===== src/rtl/clock_calendar_core.sv =====
// -----------------------------------------------------------------------------
// clock_calendar_core
//
// Timekeeping core for the digital clock. One block holds the 1 Hz divider,
// per-button debounce, the hh:mm:ss counters and the day/month/year calendar
// with true month lengths. All fields are binary; the display stages
// (bin2bcd, seg7led) sit downstream.
//
// Optional feature macro: CAL_LEAP_EN
//   defined   -> February has 29 days when year[1:0]==0 (exact for 2000-2099)
//   undefined -> February always has 28 days, no leap logic is built
//
// Parameters:
//   CLK_HZ          clock cycles per tick (>= 4)
//   DEBOUNCE_CYCLES consecutive differing samples needed to flip a button (>= 2)
//
// Ports:
//   clk_100MHz                     system clock
//   reset                          synchronous, active-high reset
//   inc_sec, inc_min, inc_hour     raw time-set buttons, active-high
//   inc_day, inc_month, inc_year   raw date-set buttons, active-high
//   mode_12h                       1 = 12-hour hour mapping on the output
//   tick_1Hz                       one-cycle pulse every CLK_HZ cycles
//   end_of_day                     one-cycle pulse with the first 00:00:00
//   sec, min, hour                 binary time (hour remapped in 12 h mode)
//   pm                             internal hour >= 12
//   day, month, year               binary date, year 0..99 = 2000..2099
// -----------------------------------------------------------------------------
module clock_calendar_core #(
    parameter int CLK_HZ          = 100000000,
    parameter int DEBOUNCE_CYCLES = 1000000
) (
    input  logic       clk_100MHz,
    input  logic       reset,
    input  logic       inc_sec,
    input  logic       inc_min,
    input  logic       inc_hour,
    input  logic       inc_day,
    input  logic       inc_month,
    input  logic       inc_year,
    input  logic       mode_12h,
    output logic       tick_1Hz,
    output logic       end_of_day,
    output logic [7:0] sec,
    output logic [7:0] min,
    output logic [7:0] hour,
    output logic       pm,
    output logic [7:0] day,
    output logic [7:0] month,
    output logic [7:0] year
);

    localparam int DIV_W = $clog2(CLK_HZ);
    localparam int DB_W  = $clog2(DEBOUNCE_CYCLES);
    localparam logic [DIV_W-1:0] DIV_LAST = DIV_W'(CLK_HZ - 1);
    localparam logic [DB_W-1:0]  DB_LAST  = DB_W'(DEBOUNCE_CYCLES - 1);

    // Days in month m; leap selects the 29-day February.
    function automatic logic [7:0] month_len(input logic [7:0] m, input logic leap);
        logic [7:0] len;
        case (m)
            8'd4, 8'd6, 8'd9, 8'd11: len = 8'd30;
            8'd2:                    len = leap ? 8'd29 : 8'd28;
            default:                 len = 8'd31;
        endcase
        return len;
    endfunction

    // ------------------------------------------------------------------
    // 1 Hz divider
    // ------------------------------------------------------------------
    logic [DIV_W-1:0] div_q, div_d;

    always_comb begin
        div_d = div_q + DIV_W'(1);
        if (div_q == DIV_LAST) begin
            div_d = '0;
        end
    end

    always_ff @(posedge clk_100MHz) begin
        if (reset) begin
            div_q <= '0;
        end else begin
            div_q <= div_d;
        end
    end

    assign tick_1Hz = (div_q == DIV_LAST);

    // ------------------------------------------------------------------
    // Debounce, one lane per button.
    // Bit order: 0 sec, 1 min, 2 hour, 3 day, 4 month, 5 year.
    // ------------------------------------------------------------------
    logic [5:0] btn_raw;
    logic [5:0] set_pulse;

    assign btn_raw = {inc_year, inc_month, inc_day, inc_hour, inc_min, inc_sec};

    for (genvar gi = 0; gi < 6; gi++) begin : g_db
        logic [DB_W-1:0] cnt_q, cnt_d;
        logic            lvl_q, lvl_d;
        logic            lvl_prev_q;

        always_comb begin
            cnt_d = '0;
            lvl_d = lvl_q;
            if (btn_raw[gi] != lvl_q) begin
                // The sample that completes the run flips the level.
                if (cnt_q == DB_LAST) begin
                    lvl_d = ~lvl_q;
                end else begin
                    cnt_d = cnt_q + DB_W'(1);
                end
            end
        end

        always_ff @(posedge clk_100MHz) begin
            if (reset) begin
                cnt_q      <= '0;
                lvl_q      <= 1'b0;
                lvl_prev_q <= 1'b0;
            end else begin
                cnt_q      <= cnt_d;
                lvl_q      <= lvl_d;
                lvl_prev_q <= lvl_q;
            end
        end

        // Press edge only; releases are silent.
        assign set_pulse[gi] = lvl_q & ~lvl_prev_q;
    end

    // ------------------------------------------------------------------
    // Time and calendar state
    // ------------------------------------------------------------------
    logic [7:0] sec_q, min_q, hour_q, day_q, month_q, year_q;
    logic [7:0] sec_d, min_d, hour_d, day_d, month_d, year_d;
    logic       pend_q, pend_d;
    logic       eod_q, eod_d;

    logic [7:0] sec_set, min_set, hour_set, day_set, mon_set, yr_set;
    logic [7:0] len_set, len_cur;
    logic       leap_set, leap_cur;
    logic       any_set, tick_due;
    logic       sec_wrap, min_wrap, hour_wrap, day_wrap, mon_wrap;

    always_comb begin
        any_set  = |set_pulse;
        tick_due = tick_1Hz | pend_q;

        // Set path: every field wraps on its own, no carries.
        sec_set  = sec_q;
        min_set  = min_q;
        hour_set = hour_q;
        mon_set  = month_q;
        yr_set   = year_q;
        if (set_pulse[0]) sec_set  = (sec_q   == 8'd59) ? 8'd0 : sec_q   + 8'd1;
        if (set_pulse[1]) min_set  = (min_q   == 8'd59) ? 8'd0 : min_q   + 8'd1;
        if (set_pulse[2]) hour_set = (hour_q  == 8'd23) ? 8'd0 : hour_q  + 8'd1;
        if (set_pulse[4]) mon_set  = (month_q == 8'd12) ? 8'd1 : month_q + 8'd1;
        if (set_pulse[5]) yr_set   = (year_q  == 8'd99) ? 8'd0 : year_q  + 8'd1;

`ifdef CAL_LEAP_EN
        leap_set = (yr_set[1:0] == 2'b00);
        leap_cur = (year_q[1:0] == 2'b00);
`else
        leap_set = 1'b0;
        leap_cur = 1'b0;
`endif

        // Day wrap and clamp both use the month/year after this cycle's sets,
        // so a simultaneous month/year change is honoured.
        len_set = month_len(mon_set, leap_set);
        day_set = day_q;
        if (set_pulse[3]) day_set = (day_q >= len_set) ? 8'd1 : day_q + 8'd1;
        if (day_set > len_set) day_set = len_set;

        // Tick path carry chain.
        len_cur   = month_len(month_q, leap_cur);
        sec_wrap  = (sec_q == 8'd59);
        min_wrap  = sec_wrap && (min_q == 8'd59);
        hour_wrap = min_wrap && (hour_q == 8'd23);
        day_wrap  = hour_wrap && (day_q >= len_cur);
        mon_wrap  = day_wrap && (month_q == 8'd12);

        sec_d   = sec_q;
        min_d   = min_q;
        hour_d  = hour_q;
        day_d   = day_q;
        month_d = month_q;
        year_d  = year_q;
        pend_d  = pend_q;
        eod_d   = 1'b0;

        if (any_set) begin
            // Set pulses win; a coinciding tick is parked until a quiet cycle.
            sec_d   = sec_set;
            min_d   = min_set;
            hour_d  = hour_set;
            day_d   = day_set;
            month_d = mon_set;
            year_d  = yr_set;
            pend_d  = pend_q | tick_1Hz;
        end else if (tick_due) begin
            pend_d = 1'b0;
            eod_d  = hour_wrap;
            sec_d  = sec_wrap ? 8'd0 : sec_q + 8'd1;
            if (sec_wrap)  min_d   = (min_q == 8'd59)   ? 8'd0 : min_q + 8'd1;
            if (min_wrap)  hour_d  = (hour_q == 8'd23)  ? 8'd0 : hour_q + 8'd1;
            if (hour_wrap) day_d   = day_wrap           ? 8'd1 : day_q + 8'd1;
            if (day_wrap)  month_d = (month_q == 8'd12) ? 8'd1 : month_q + 8'd1;
            if (mon_wrap)  year_d  = (year_q == 8'd99)  ? 8'd0 : year_q + 8'd1;
        end
    end

    always_ff @(posedge clk_100MHz) begin
        if (reset) begin
            sec_q   <= 8'd0;
            min_q   <= 8'd0;
            hour_q  <= 8'd0;
            day_q   <= 8'd1;
            month_q <= 8'd1;
            year_q  <= 8'd0;
            pend_q  <= 1'b0;
            eod_q   <= 1'b0;
        end else begin
            sec_q   <= sec_d;
            min_q   <= min_d;
            hour_q  <= hour_d;
            day_q   <= day_d;
            month_q <= month_d;
            year_q  <= year_d;
            pend_q  <= pend_d;
            eod_q   <= eod_d;
        end
    end

    // ------------------------------------------------------------------
    // Outputs. The 12 h mapping is display-only; state stays 0..23.
    // ------------------------------------------------------------------
    always_comb begin
        hour = hour_q;
        if (mode_12h) begin
            if (hour_q == 8'd0) begin
                hour = 8'd12;
            end else if (hour_q > 8'd12) begin
                hour = hour_q - 8'd12;
            end
        end
    end

    assign pm         = (hour_q >= 8'd12);
    assign sec        = sec_q;
    assign min        = min_q;
    assign day        = day_q;
    assign month      = month_q;
    assign year       = year_q;
    assign end_of_day = eod_q;

endmodule


===== config.mk =====
export PLATFORM = sky130hd
export DESIGN_NAME = clock_calendar_core
export DESIGN_NICKNAME = d
export VERILOG_FILES = /design/src/rtl/clock_calendar_core.sv
export SDC_FILE = /design/constraint.sdc
export NUM_CORES = 1
export LEC_CHECK = 0
export CAP_MARGIN = 20
export CORE_MARGIN = 1.5
export CORE_UTILIZATION = 45
export DETAILED_ROUTE_END_ITERATION = 16
export PLACE_DENSITY_LB_ADDON = 0.15
export SLEW_MARGIN = 20
export SYNTH_ARGS = -nofsm -noshare
export SYNTH_HDL_FRONTEND = slang
export SYNTH_SLANG_ARGS = --single-unit

===== constraint.sdc =====
create_clock -name clk_100MHz -period 5.5 [get_ports clk_100MHz]
set_input_delay 0.55 -clock clk_100MHz [delete_from_list [all_inputs] [get_ports clk_100MHz]]
set_output_delay 0.55 -clock clk_100MHz [all_outputs]
set_load 0.05 [all_outputs]

==> results of run 1 <==
[cells by family (layout without fill, tap and decap cells)]
logic type                 Yosys count  count (layout)  synth area share
AOI/OAI and AO/OA                  114             114            0.0733
xor gates and xnor gates           154             154             0.137
adders and majority gates           26              26            0.0330
buffers and inverters               68             129            0.0260
DFF                                209             209             0.425
muxes                               10              10            0.0104
and+or+nand+nor                    597             597             0.296
[flip-flops by register name, summed over array words and instances (netlist names), 6 cells and up]
signal,cells
g_db.cnt_q,120
hour_q,8
sec,8
g_db.lvl_prev_q,6
g_db.lvl_q,6
div_q,27
day,8
min,8
month,8
year,8
[synth_stat cells, types with 2 or more instances]
| library cell | count |
|---|---|
| nor3_1 | 24 |
| o21a_1 | 2 |
| nor4b_1 | 9 |
| a311oi_1 | 5 |
| o21ai_1 | 2 |
| o21ai_0 | 30 |
| nor4_1 | 12 |
| or3_1 | 24 |
| a22oi_1 | 3 |
| and4_1 | 10 |
| nor4bb_1 | 2 |
| mux2i_1 | 8 |
| and3_1 | 41 |
| a31oi_1 | 9 |
| nor2b_1 | 21 |
| a41oi_1 | 2 |
| a21oi_1 | 37 |
| clkbuf_1 | 37 |
| xnor2_1 | 70 |
| o211ai_1 | 3 |
| ha_1 | 26 |
| xor2_1 | 84 |
| inv_1 | 27 |
| a221oi_1 | 3 |
| and2_1 | 13 |
| dfxtp_1 | 209 |
| nand4_1 | 36 |
| buf_1 | 3 |
| nor2_1 | 214 |
| mux2_2 | 2 |
| or4_1 | 6 |
| nand2b_1 | 4 |
| nand3_1 | 82 |
| nand3b_1 | 3 |
| nor3b_1 | 2 |
| a211oi_1 | 4 |
| nand2_1 | 91 |
[worst max-delay path, cell delays in order (launching register included)]
cell      delay (ns)
dfxtp_1         0.42
nor4_2          0.46
nand4_1         0.41
a21oi_1         0.26
o221ai_1        0.16
or4_1           0.63
ha_1            0.30
nand2b_1        0.14
a21oi_1         0.28
o21a_1          0.22
nand3_1         0.09
o21ai_0         0.14
ha_1            0.28
a221o_1         0.31
o21a_1          0.21
or4_1           0.41
o211ai_1        0.10
[worst max-delay path by stage]
stage / startpoint / to / slack (ns) / cells past startpoint
global route: month[5] / day[1] / 0.26 / 16
CTS: month[5] / day[1] / 0.63 / 16
global placement: month[4] / day[1] / 0.76 / 16
detailed placement: month[5] / day[1] / 0.67 / 16
finish: month[5] / day[1] / 0.59 / 16
floorplan: month[0] / day[1] / 0.81 / 18
[power by group through the flow]
stage | clock network, mW | registers (mW) | logic (mW)
finish | 1.70 | 1.53 | 0.0517
global route | 1.81 | 1.52 | 0.0588
CTS | 1.75 | 1.52 | 0.0530
detailed placement | 0 | 1.56 | 0.0527
global placement | 0 | 1.56 | 0.0528
floorplan | 0 | 1.56 | 0.0361
[per-stage QoR]
step | utilization | cell area (sq um)
global route | 0.542 | 11500
global placement | 0.502 | 10600
detailed placement | 0.502 | 10600
CTS | 0.542 | 11500
floorplan | - | 9860
finish | 0.542 | 11500
[routing by layer]
layer,GRT usage,wire length [um],share of wire
met4,0.0500,423,0.022
met5,0,0,0
met3,0.0370,820,0.042
met2,0.284,8790,0.45
met1,0.222,9600,0.49
[final cells by class]
class	count	share of cell area
clock buffers	33	0.0622
clock inverters	8	0.0124
inverters	27	0.00881
multi-input cells	901	0.471
flip-flops and latches	209	0.364
well taps	275	0.0299
repair buffers	61	0.0522
==> results.sh, run 1 <==
export IMPL_ant_nets=0
export IMPL_power_frac_seq=0.465
export IMPL_critPathKind="reg2reg"
export IMPL_synth_nets=1213
export IMPL_port_buffers=59
export IMPL_synth_seq_cells=209
export IMPL_pre_cts_ws_ns=0.667
export IMPL_cts_max_path_buffers=3
export IMPL_period_share=0.892
export IMPL_fin_skew_ns=0.0129
export IMPL_cts_tree="done"
export IMPL_syn_inst=1178
export IMPL_grt_pass1_vias=7176
export IMPL_synth_area_leader_cell="dfxtp_1"
export IMPL_endpoint_kind="flip-flop"
export IMPL_drive_above_1_share=0.0387
export IMPL_drc=0
export IMPL_drt_first_pass_iters=4
export IMPL_rsz0062_at_grt="false"
export IMPL_worstHoldStart="div_q[0]"
export IMPL_min_path_cells=1
export IMPL_place_gp_congestion=0.789
export IMPL_yosys_top_cells_area="dfxtp_1 (42%), nor2_1 (8.2%), xor2_1 (7.5%)"
export IMPL_layout_common_cells="nor2_1 (214), dfxtp_1 (209), nand2_1 (91), xor2_1 (84), nand3_1 (82)"
export IMPL_detail_route_iter0_violations=353
export IMPL_dp_cells=1473
export IMPL_hold_end="div_q[0]"
export IMPL_layout_commonest_cell="nor2_1"
export IMPL_num_vias=7890
export IMPL_dieWidth_um=151
export IMPL_clock_sink_count=209
export IMPL_layoutNonFillerInstCount=1514
export IMPL_required_ns=5.93
export IMPL_slew_viol_final=0
export IMPL_drv_cap=0
export IMPL_synth_avg_cell_area_sq_um=8.37
export IMPL_worstReg2RegEnd="day[1]"
export IMPL_hold_buffers=0
export IMPL_clockPowerShare=0.519
export IMPL_crit_path_max_fanout=10
export IMPL_wire_per_inst_um=13.0
export IMPL_syn_cell_area_sq_um=9860
export IMPL_run_status="completed"
export IMPL_clk_pin_slew_ns=0.06
export IMPL_min_path_type="reg2reg"
export IMPL_grt_ovfl_total=0
export IMPL_slew_limit_headroom=0.335
export IMPL_arrival_ns=5.34
export IMPL_synth_top_area_frac=0.425
export IMPL_fin_crit_ns=4.91
export IMPL_postCtsResizedCells=0
export IMPL_antenna_found_initial=0
export IMPL_fillers=1987
export IMPL_yosysSeqAreaShare=0.425
export IMPL_tns_ns=0
export IMPL_p_int_mw=2.62
export IMPL_dp_hpwl_um=13400
export IMPL_insertion_delay_ns=0.52
export IMPL_track_usage=0.171
export IMPL_worst_pin_slew_ns=0.993
export IMPL_reg2reg_from="month[5]"
export IMPL_nets=1259
export IMPL_initial_utilization=0.464
export IMPL_net_switching_power_mw=0.655
export IMPL_grt_pass1_wl_um=32800
export IMPL_vdd_ir_drop_max_mv=0.214
export IMPL_via_per_inst=5.21
export IMPL_ys_types=55
export IMPL_async_flop_share=0
export IMPL_ys_flop_type="dfxtp_1"
export IMPL_finalWorstSetupSlack_ns=0.595
export IMPL_leakage_nw=4.08
export IMPL_r2r_cells=16
export IMPL_power_density_nw_per_um2=285
export IMPL_synth_edf_count=0
export IMPL_grt_max_degree=50
export IMPL_combinationalPowerShare=0.016
export IMPL_timing_fmax_ghz=0.204
export IMPL_hold_viol=0
export IMPL_die_area_sq_um=22800
export IMPL_worstSetupStartpointType="flip-flop"
export IMPL_numCtsBuffers=24
export IMPL_core_sq_um=21200
export IMPL_ioPinCount=60
export IMPL_diodes=0
export IMPL_cts_setup_buffers=0
export IMPL_area_delta_synth_final_pct=16.7
export IMPL_multi_input_area_sq_um=5420
export IMPL_yosysWarnings=0
export IMPL_setup_viol_count_final=0
export IMPL_htree_levels=1
export IMPL_routed_wl_um=19600
export IMPL_chipHeight_um=151
export IMPL_ff_latch_area_sq_um=4180
export IMPL_r2r_slack_ns=0.59
export IMPL_p_sw_frac=0.200
export IMPL_power_total_mw=3.28
export IMPL_rows=53
export IMPL_holdWs_ns=0.436
export IMPL_root_buffer="clkbuf_16"
No activity file was read; power rests on OpenSTA's default activity.
==> run 2: changes to the inputs <==
--- a/config.mk
+++ b/config.mk
@@ -7,7 +7,8 @@
 export LEC_CHECK = 0
 export CAP_MARGIN = 20
 export CORE_MARGIN = 1.5
-export CORE_UTILIZATION = 45
+export CORE_UTILIZATION = 60
+export CTS_CLUSTER_SIZE = 30
 export DETAILED_ROUTE_END_ITERATION = 16
 export PLACE_DENSITY_LB_ADDON = 0.15
 export SLEW_MARGIN = 20
==> run 2 against run 1 <==
Against the previous run: die area decreased by 25%; core utilization up 17 points; global-route usage grew 5.6 points; cell count decreased by 3.9%; clock skew fell by 0.0042 ns; sequential power is essentially flat; fmax increased by 0.61%; cell area shrank 1.9%; sequential share of layout area rose by 0.72 points; critical path depth unchanged; power is 7.9% lower; sequential cell count is the same.
==> results.sh, run 2 (same netlist as run 1, synthesis figures left out) <==
export IMPL_run_status="completed"
export IMPL_use_met2=0.385
export IMPL_required_ns=5.93
export IMPL_grtUsageMet1=0.295
export IMPL_ant_nets=0
export IMPL_arrival_ns=5.30
export IMPL_worst_pin_slew_ns=1.01
export IMPL_min_path_type="in2reg"
export IMPL_diodes=0
export IMPL_fin_skew_ns=0.00875
export IMPL_grt_pass1_wl_um=33800
export IMPL_drc=0
export IMPL_chipHeight_um=131
export IMPL_vdd_ir_drop_max_mv=0.233
export IMPL_dp_cells=1415
export IMPL_drv_cap=0
export IMPL_track_usage=0.227
export IMPL_grt_ovfl_total=0
export IMPL_place_area_sq_um=10600
export IMPL_die_area_sq_um=17200
export IMPL_worstSetupStartpointType="flip-flop"
export IMPL_fin_crit_ns=4.88
export IMPL_dp_hpwl_um=13400
export IMPL_grt_max_degree=48
export IMPL_finish_instance_area_sq_um=11300
export IMPL_slew_viol_final=0
export IMPL_largest_reg_flops=120
export IMPL_routed_wl_um=19700
export IMPL_core_sq_um=15900
export IMPL_critPathKind="reg2reg"
export IMPL_slew_limit_headroom=0.322
export IMPL_numCtsBuffers=23
export IMPL_drt_first_pass_iters=7
export IMPL_rsz0062_at_grt="false"
export IMPL_tns_ns=0
export IMPL_port_buffers=59
export IMPL_nets=1259
export IMPL_utilization=0.708
export IMPL_wire_per_inst_um=13.5
export IMPL_num_vias=8112
export IMPL_detail_route_iter0_violations=421
export IMPL_htree_levels=1
export IMPL_clk_pin_slew_ns=0.06
export IMPL_hold_buffers=0
export IMPL_clock_sink_count=209
export IMPL_timing_fmax_ghz=0.205
export IMPL_cts_tree="done"
export IMPL_endpoint_kind="flip-flop"
export IMPL_layout_commonest_cell="nor2_1"
export IMPL_layout_common_cells="nor2_1 (214), dfxtp_1 (209), nand2_1 (91), xor2_1 (84), nand3_1 (82)"
export IMPL_grt_busiest_layer="met2"
export IMPL_top_register="g_db.cnt_q"
export IMPL_met3_usage=0.0417
export IMPL_layoutNonFillerInstCount=1455
export IMPL_hold_viol=0
export IMPL_area_delta_synth_final_pct=14.5
export IMPL_root_buffer="clkbuf_16"
export IMPL_dieWidth_um=131
export IMPL_initial_utilization=0.618
export IMPL_ioPinCount=60
export IMPL_insertion_delay_ns=0.50
export IMPL_largestRegisters="g_db.cnt_q (120), div_q (27)"
export IMPL_power_density_nw_per_um2=268
export IMPL_crit_path_max_fanout=9
export IMPL_place_gp_congestion=0.895
export IMPL_postCtsResizedCells=0
export IMPL_via_per_inst=5.58
export IMPL_grt_pass1_vias=7490
export IMPL_antenna_found_initial=0
export IMPL_cts_max_path_buffers=3
export IMPL_leakage_nw=4.00
export IMPL_drive_above_1_share=0.0323
export IMPL_cts_setup_buffers=0
export IMPL_period_share=0.886
export IMPL_setup_viol_count_final=0
export IMPL_rows=46
## run 2: cell types whose count changed in the layout (fill, tap and decap cells not counted)
cell       previous run  this run
clkbuf_16            25        23
bufinv_16             4         1
buf_4                 2         3
clkinv_2              3         2
clkbuf_1              2        10
clkbuf_8              6         3
## run 2: worst paths after layout
kind	from	end	slack [ns]	cells after the start
max reg2reg	month[7]	day[1]	0.62	16
min reg2reg	div_q[0]	div_q[0]	0.44	1
max	month[7]	day[1]	0.62	16
min	reset	g_db[3].cnt_q[5]	0.42	3
## run 2: metrics by stage
stage / total power, mW / setup WS, ns / hold WS [ns]
finish: 3.02 / 0.624 / 0.417
global placement: 1.61 / 0.785 / 0.422
floorplan: 1.59 / 0.809 / 0.413
global route: 3.12 / 0.284 / 0.416
CTS: 3.06 / 0.708 / 0.402
detailed placement: 1.61 / 0.723 / 0.431
## run 2: layout make-up
class / instances / area [sq um]
fillers: 1307 / 4660
multi-input cells: 901 / 5420
inverters: 27 / 101
well taps: 216 / 270
flip-flops and latches: 209 / 4180
repair buffers: 62 / 608
clock inverters: 4 / 47.5
clock buffers: 36 / 654
## run 2: per-layer routing
layer	part of all wire	up-vias
li1	-	4162
met1	0.46	3770
met2	0.47	145
met3	0.043	35
met4	0.023	0
met5	0	-
## run 2: power by group
part	switching, mW	leakage, nW	total, mW	internal [mW]
Clock	0.584	0.339	1.44	0.859
Combinational	0.0365	1.97	0.0517	0.0152
Sequential	0.00484	1.69	1.53	1.52
Total	0.626	4.00	3.02	2.39
## run 2: worst max-delay path, cell delays in order, from the launching register on
cell and delay, ns:
dfxtp_1 0.37, nor4_2 0.49, nand4_1 0.40, a21oi_1 0.25
o221ai_1 0.17, or4_1 0.61, ha_1 0.29, nand2b_1 0.14
a21oi_1 0.33, o21a_1 0.23, nand3_1 0.09, o21ai_0 0.14
ha_1 0.28, a221o_1 0.31, o21a_1 0.20, or4_1 0.40
o211ai_1 0.10
==> run 3: changes to the inputs <==
--- a/config.mk
+++ b/config.mk
@@ -6,10 +6,12 @@
 export NUM_CORES = 1
 export LEC_CHECK = 0
 export CAP_MARGIN = 20
+export CORE_ASPECT_RATIO = 1.4
 export CORE_MARGIN = 1.5
 export CORE_UTILIZATION = 60
 export CTS_CLUSTER_SIZE = 30
 export DETAILED_ROUTE_END_ITERATION = 16
+export HOLD_SLACK_MARGIN = 0.02
 export PLACE_DENSITY_LB_ADDON = 0.15
 export SLEW_MARGIN = 20
 export SYNTH_ARGS = -nofsm -noshare
==> run 3 against run 2 <==
Against the previous run: register-to-register slack lost 0.11 ns; hold slack gained 0.025 ns; wire length shrank 1.4%; power shrank 2.1%; clock power shrank 4%; via count shrank 0.37%; clock-buffer cell count shrank 5; sequential share of layout area grew 0.14 points; fmax shrank 2.2%; global-route usage shrank 0.25 points; setup slack lost 0.11 ns; sequential cell count is the same; largest cell class unchanged.
==> results.sh, run 3 (same netlist as run 1, synthesis figures left out) <==
export IMPL_min_path_cells=1
export IMPL_area_delta_synth_final_pct=14.0
export IMPL_grt_pass1_wl_um=33600
export IMPL_cts_tree="done"
export IMPL_drv_cap=0
export IMPL_crit_path_max_fanout=9
export IMPL_fin_skew_ns=0.00898
export IMPL_wire_per_inst_um=13.5
export IMPL_setup_viol_count_final=0
export IMPL_run_status="completed"
export IMPL_grt_ovfl_total=0
export IMPL_drt_first_pass_iters=4
export IMPL_cts_setup_buffers=0
export IMPL_vdd_ir_drop_max_mv=0.296
export IMPL_dieWidth_um=111
export IMPL_hold_buffers=0
export IMPL_net_switching_power_mw=0.613
export IMPL_dp_hpwl_um=13300
export IMPL_min_path_type="reg2reg"
export IMPL_finish_instance_area_sq_um=11200
export IMPL_ioPinCount=60
export IMPL_top_register="g_db.cnt_q"
export IMPL_rsz0062_at_grt="false"
export IMPL_cts_max_path_buffers=3
export IMPL_period_share=0.906
export IMPL_critPathLaunch="month[7]"
export IMPL_root_buffer="clkbuf_16"
export IMPL_clockPowerShare=0.467
export IMPL_multi_input_area_sq_um=5420
export IMPL_htree_levels=1
export IMPL_drive_above_1_share=0.0364
export IMPL_timing_fmax_ghz=0.201
export IMPL_combinationalPowerShare=0.018
export IMPL_num_vias=8082
export IMPL_diodes=0
export IMPL_fillers=1318
export IMPL_ff_latch_area_sq_um=4180
export IMPL_power_density_nw_per_um2=263
export IMPL_insertion_delay_ns=0.49
export IMPL_p_int_mw=2.34
export IMPL_endpoint_kind="flip-flop"
export IMPL_layout_common_cells="nor2_1 (214), dfxtp_1 (209), nand2_1 (91), xor2_1 (84), nand3_1 (82)"
export IMPL_grt_max_degree=50
export IMPL_reg2reg_from="month[7]"
export IMPL_die_area_sq_um=17200
export IMPL_numCtsBuffers=21
export IMPL_initial_utilization=0.612
export IMPL_slew_limit_headroom=0.312
export IMPL_slew_viol_final=0
export IMPL_track_usage=0.225
export IMPL_place_gp_congestion=0.857
export IMPL_worstHoldStart="div_q[0]"
export IMPL_fin_crit_ns=4.99
export IMPL_clk_pin_slew_ns=0.06
export IMPL_hold_viol=0
export IMPL_routed_wl_um=19400
export IMPL_layout_commonest_cell="nor2_1"
export IMPL_grt_pass1_vias=7702
export IMPL_port_buffers=59
export IMPL_postCtsResizedCells=0
export IMPL_via_per_inst=5.63
export IMPL_worst_pin_slew_ns=1.03
export IMPL_arrival_ns=5.40
export IMPL_nets=1257
export IMPL_clock_sink_count=209
export IMPL_required_ns=5.91
export IMPL_largestRegisters="g_db.cnt_q (120), div_q (27)"
export IMPL_detail_route_iter0_violations=371
export IMPL_power_frac_seq=0.516
export IMPL_p_sw_frac=0.207
export IMPL_ant_nets=0
export IMPL_tns_ns=0
export IMPL_r2r_cells=16
export IMPL_core_sq_um=16100
export IMPL_leakage_nw=4.00
export IMPL_worstSetupStartpointType="flip-flop"
export IMPL_rows=55
export IMPL_largest_reg_flops=120
export IMPL_drc=0
export IMPL_place_area_sq_um=10600
export IMPL_chipHeight_um=155
export IMPL_antenna_found_initial=0
export IMPL_critPathKind="reg2reg"
-- run 3: cell types whose count changed in the layout (fill, tap and decap cells not counted) --
cell	change
clkinv_2	+2
bufinv_16	-1
clkbuf_16	-2
clkbuf_8	+5
clkbuf_1	-8
inv_6	+1
-- run 3: per-layer routing --
layer / routed length [um] / vias to the layer above / global-route usage
met5: 0 / - / 0
met4: 587 / 0 / 0.0844
met3: 848 / 48 / 0.0388
met2: 9520 / 123 / 0.406
met1: 8440 / 3760 / 0.265
li1: - / 4151 / -
-- run 3: critical path, stage by stage, from the launching register on --
cell and delay (ns):
dfxtp_1 0.38, nor4_2 0.52, nand4_1 0.43, a21oi_1 0.26
o221ai_1 0.20, or4_1 0.63, ha_1 0.29, nand2b_1 0.14
a21oi_1 0.28, o21a_1 0.23, nand3_1 0.09, o21ai_0 0.14
ha_1 0.28, a221o_1 0.32, o21a_1 0.21, or4_1 0.41
o211ai_1 0.10
-- run 3: area by class of cell --
cell class / instances / share of cell area
repair buffers: 62 / 0.0541
inverters: 27 / 0.00902
well taps: 199 / 0.0222
flip-flops and latches: 209 / 0.372
clock buffers: 31 / 0.0572
clock inverters: 6 / 0.00323
multi-input cells: 901 / 0.482
-- run 3: power groups by stage --
stage / sequential (mW) / clock, mW / combinational (mW)
floorplan: 1.56 / 0 / 0.0361
global placement: 1.56 / 0 / 0.0519
detailed placement: 1.56 / 0 / 0.0525
CTS: 1.52 / 1.41 / 0.0528
global route: 1.52 / 1.47 / 0.0577
finish: 1.52 / 1.38 / 0.0519
-- run 3: stage by stage --
step                std cells  power, mW  hold WS, ns   util  worst slack [ns]
floorplan                1178       1.59        0.413      -             0.809
global placement         1398       1.61        0.427  0.656             0.731
detailed placement       1398       1.61        0.439  0.656             0.613
CTS                      1435       2.98        0.450  0.698             0.564
global route             1435       3.05        0.470  0.698             0.101
finish                   1435       2.96        0.442  0.698             0.515
-- run 3: final timing paths --
kind	endpoint	slack, ns
worst min register to register	div_q[0]	0.44
worst max-delay path	day[1]	0.51
worst max register to register	day[1]	0.51
worst min-delay path	div_q[0]	0.44
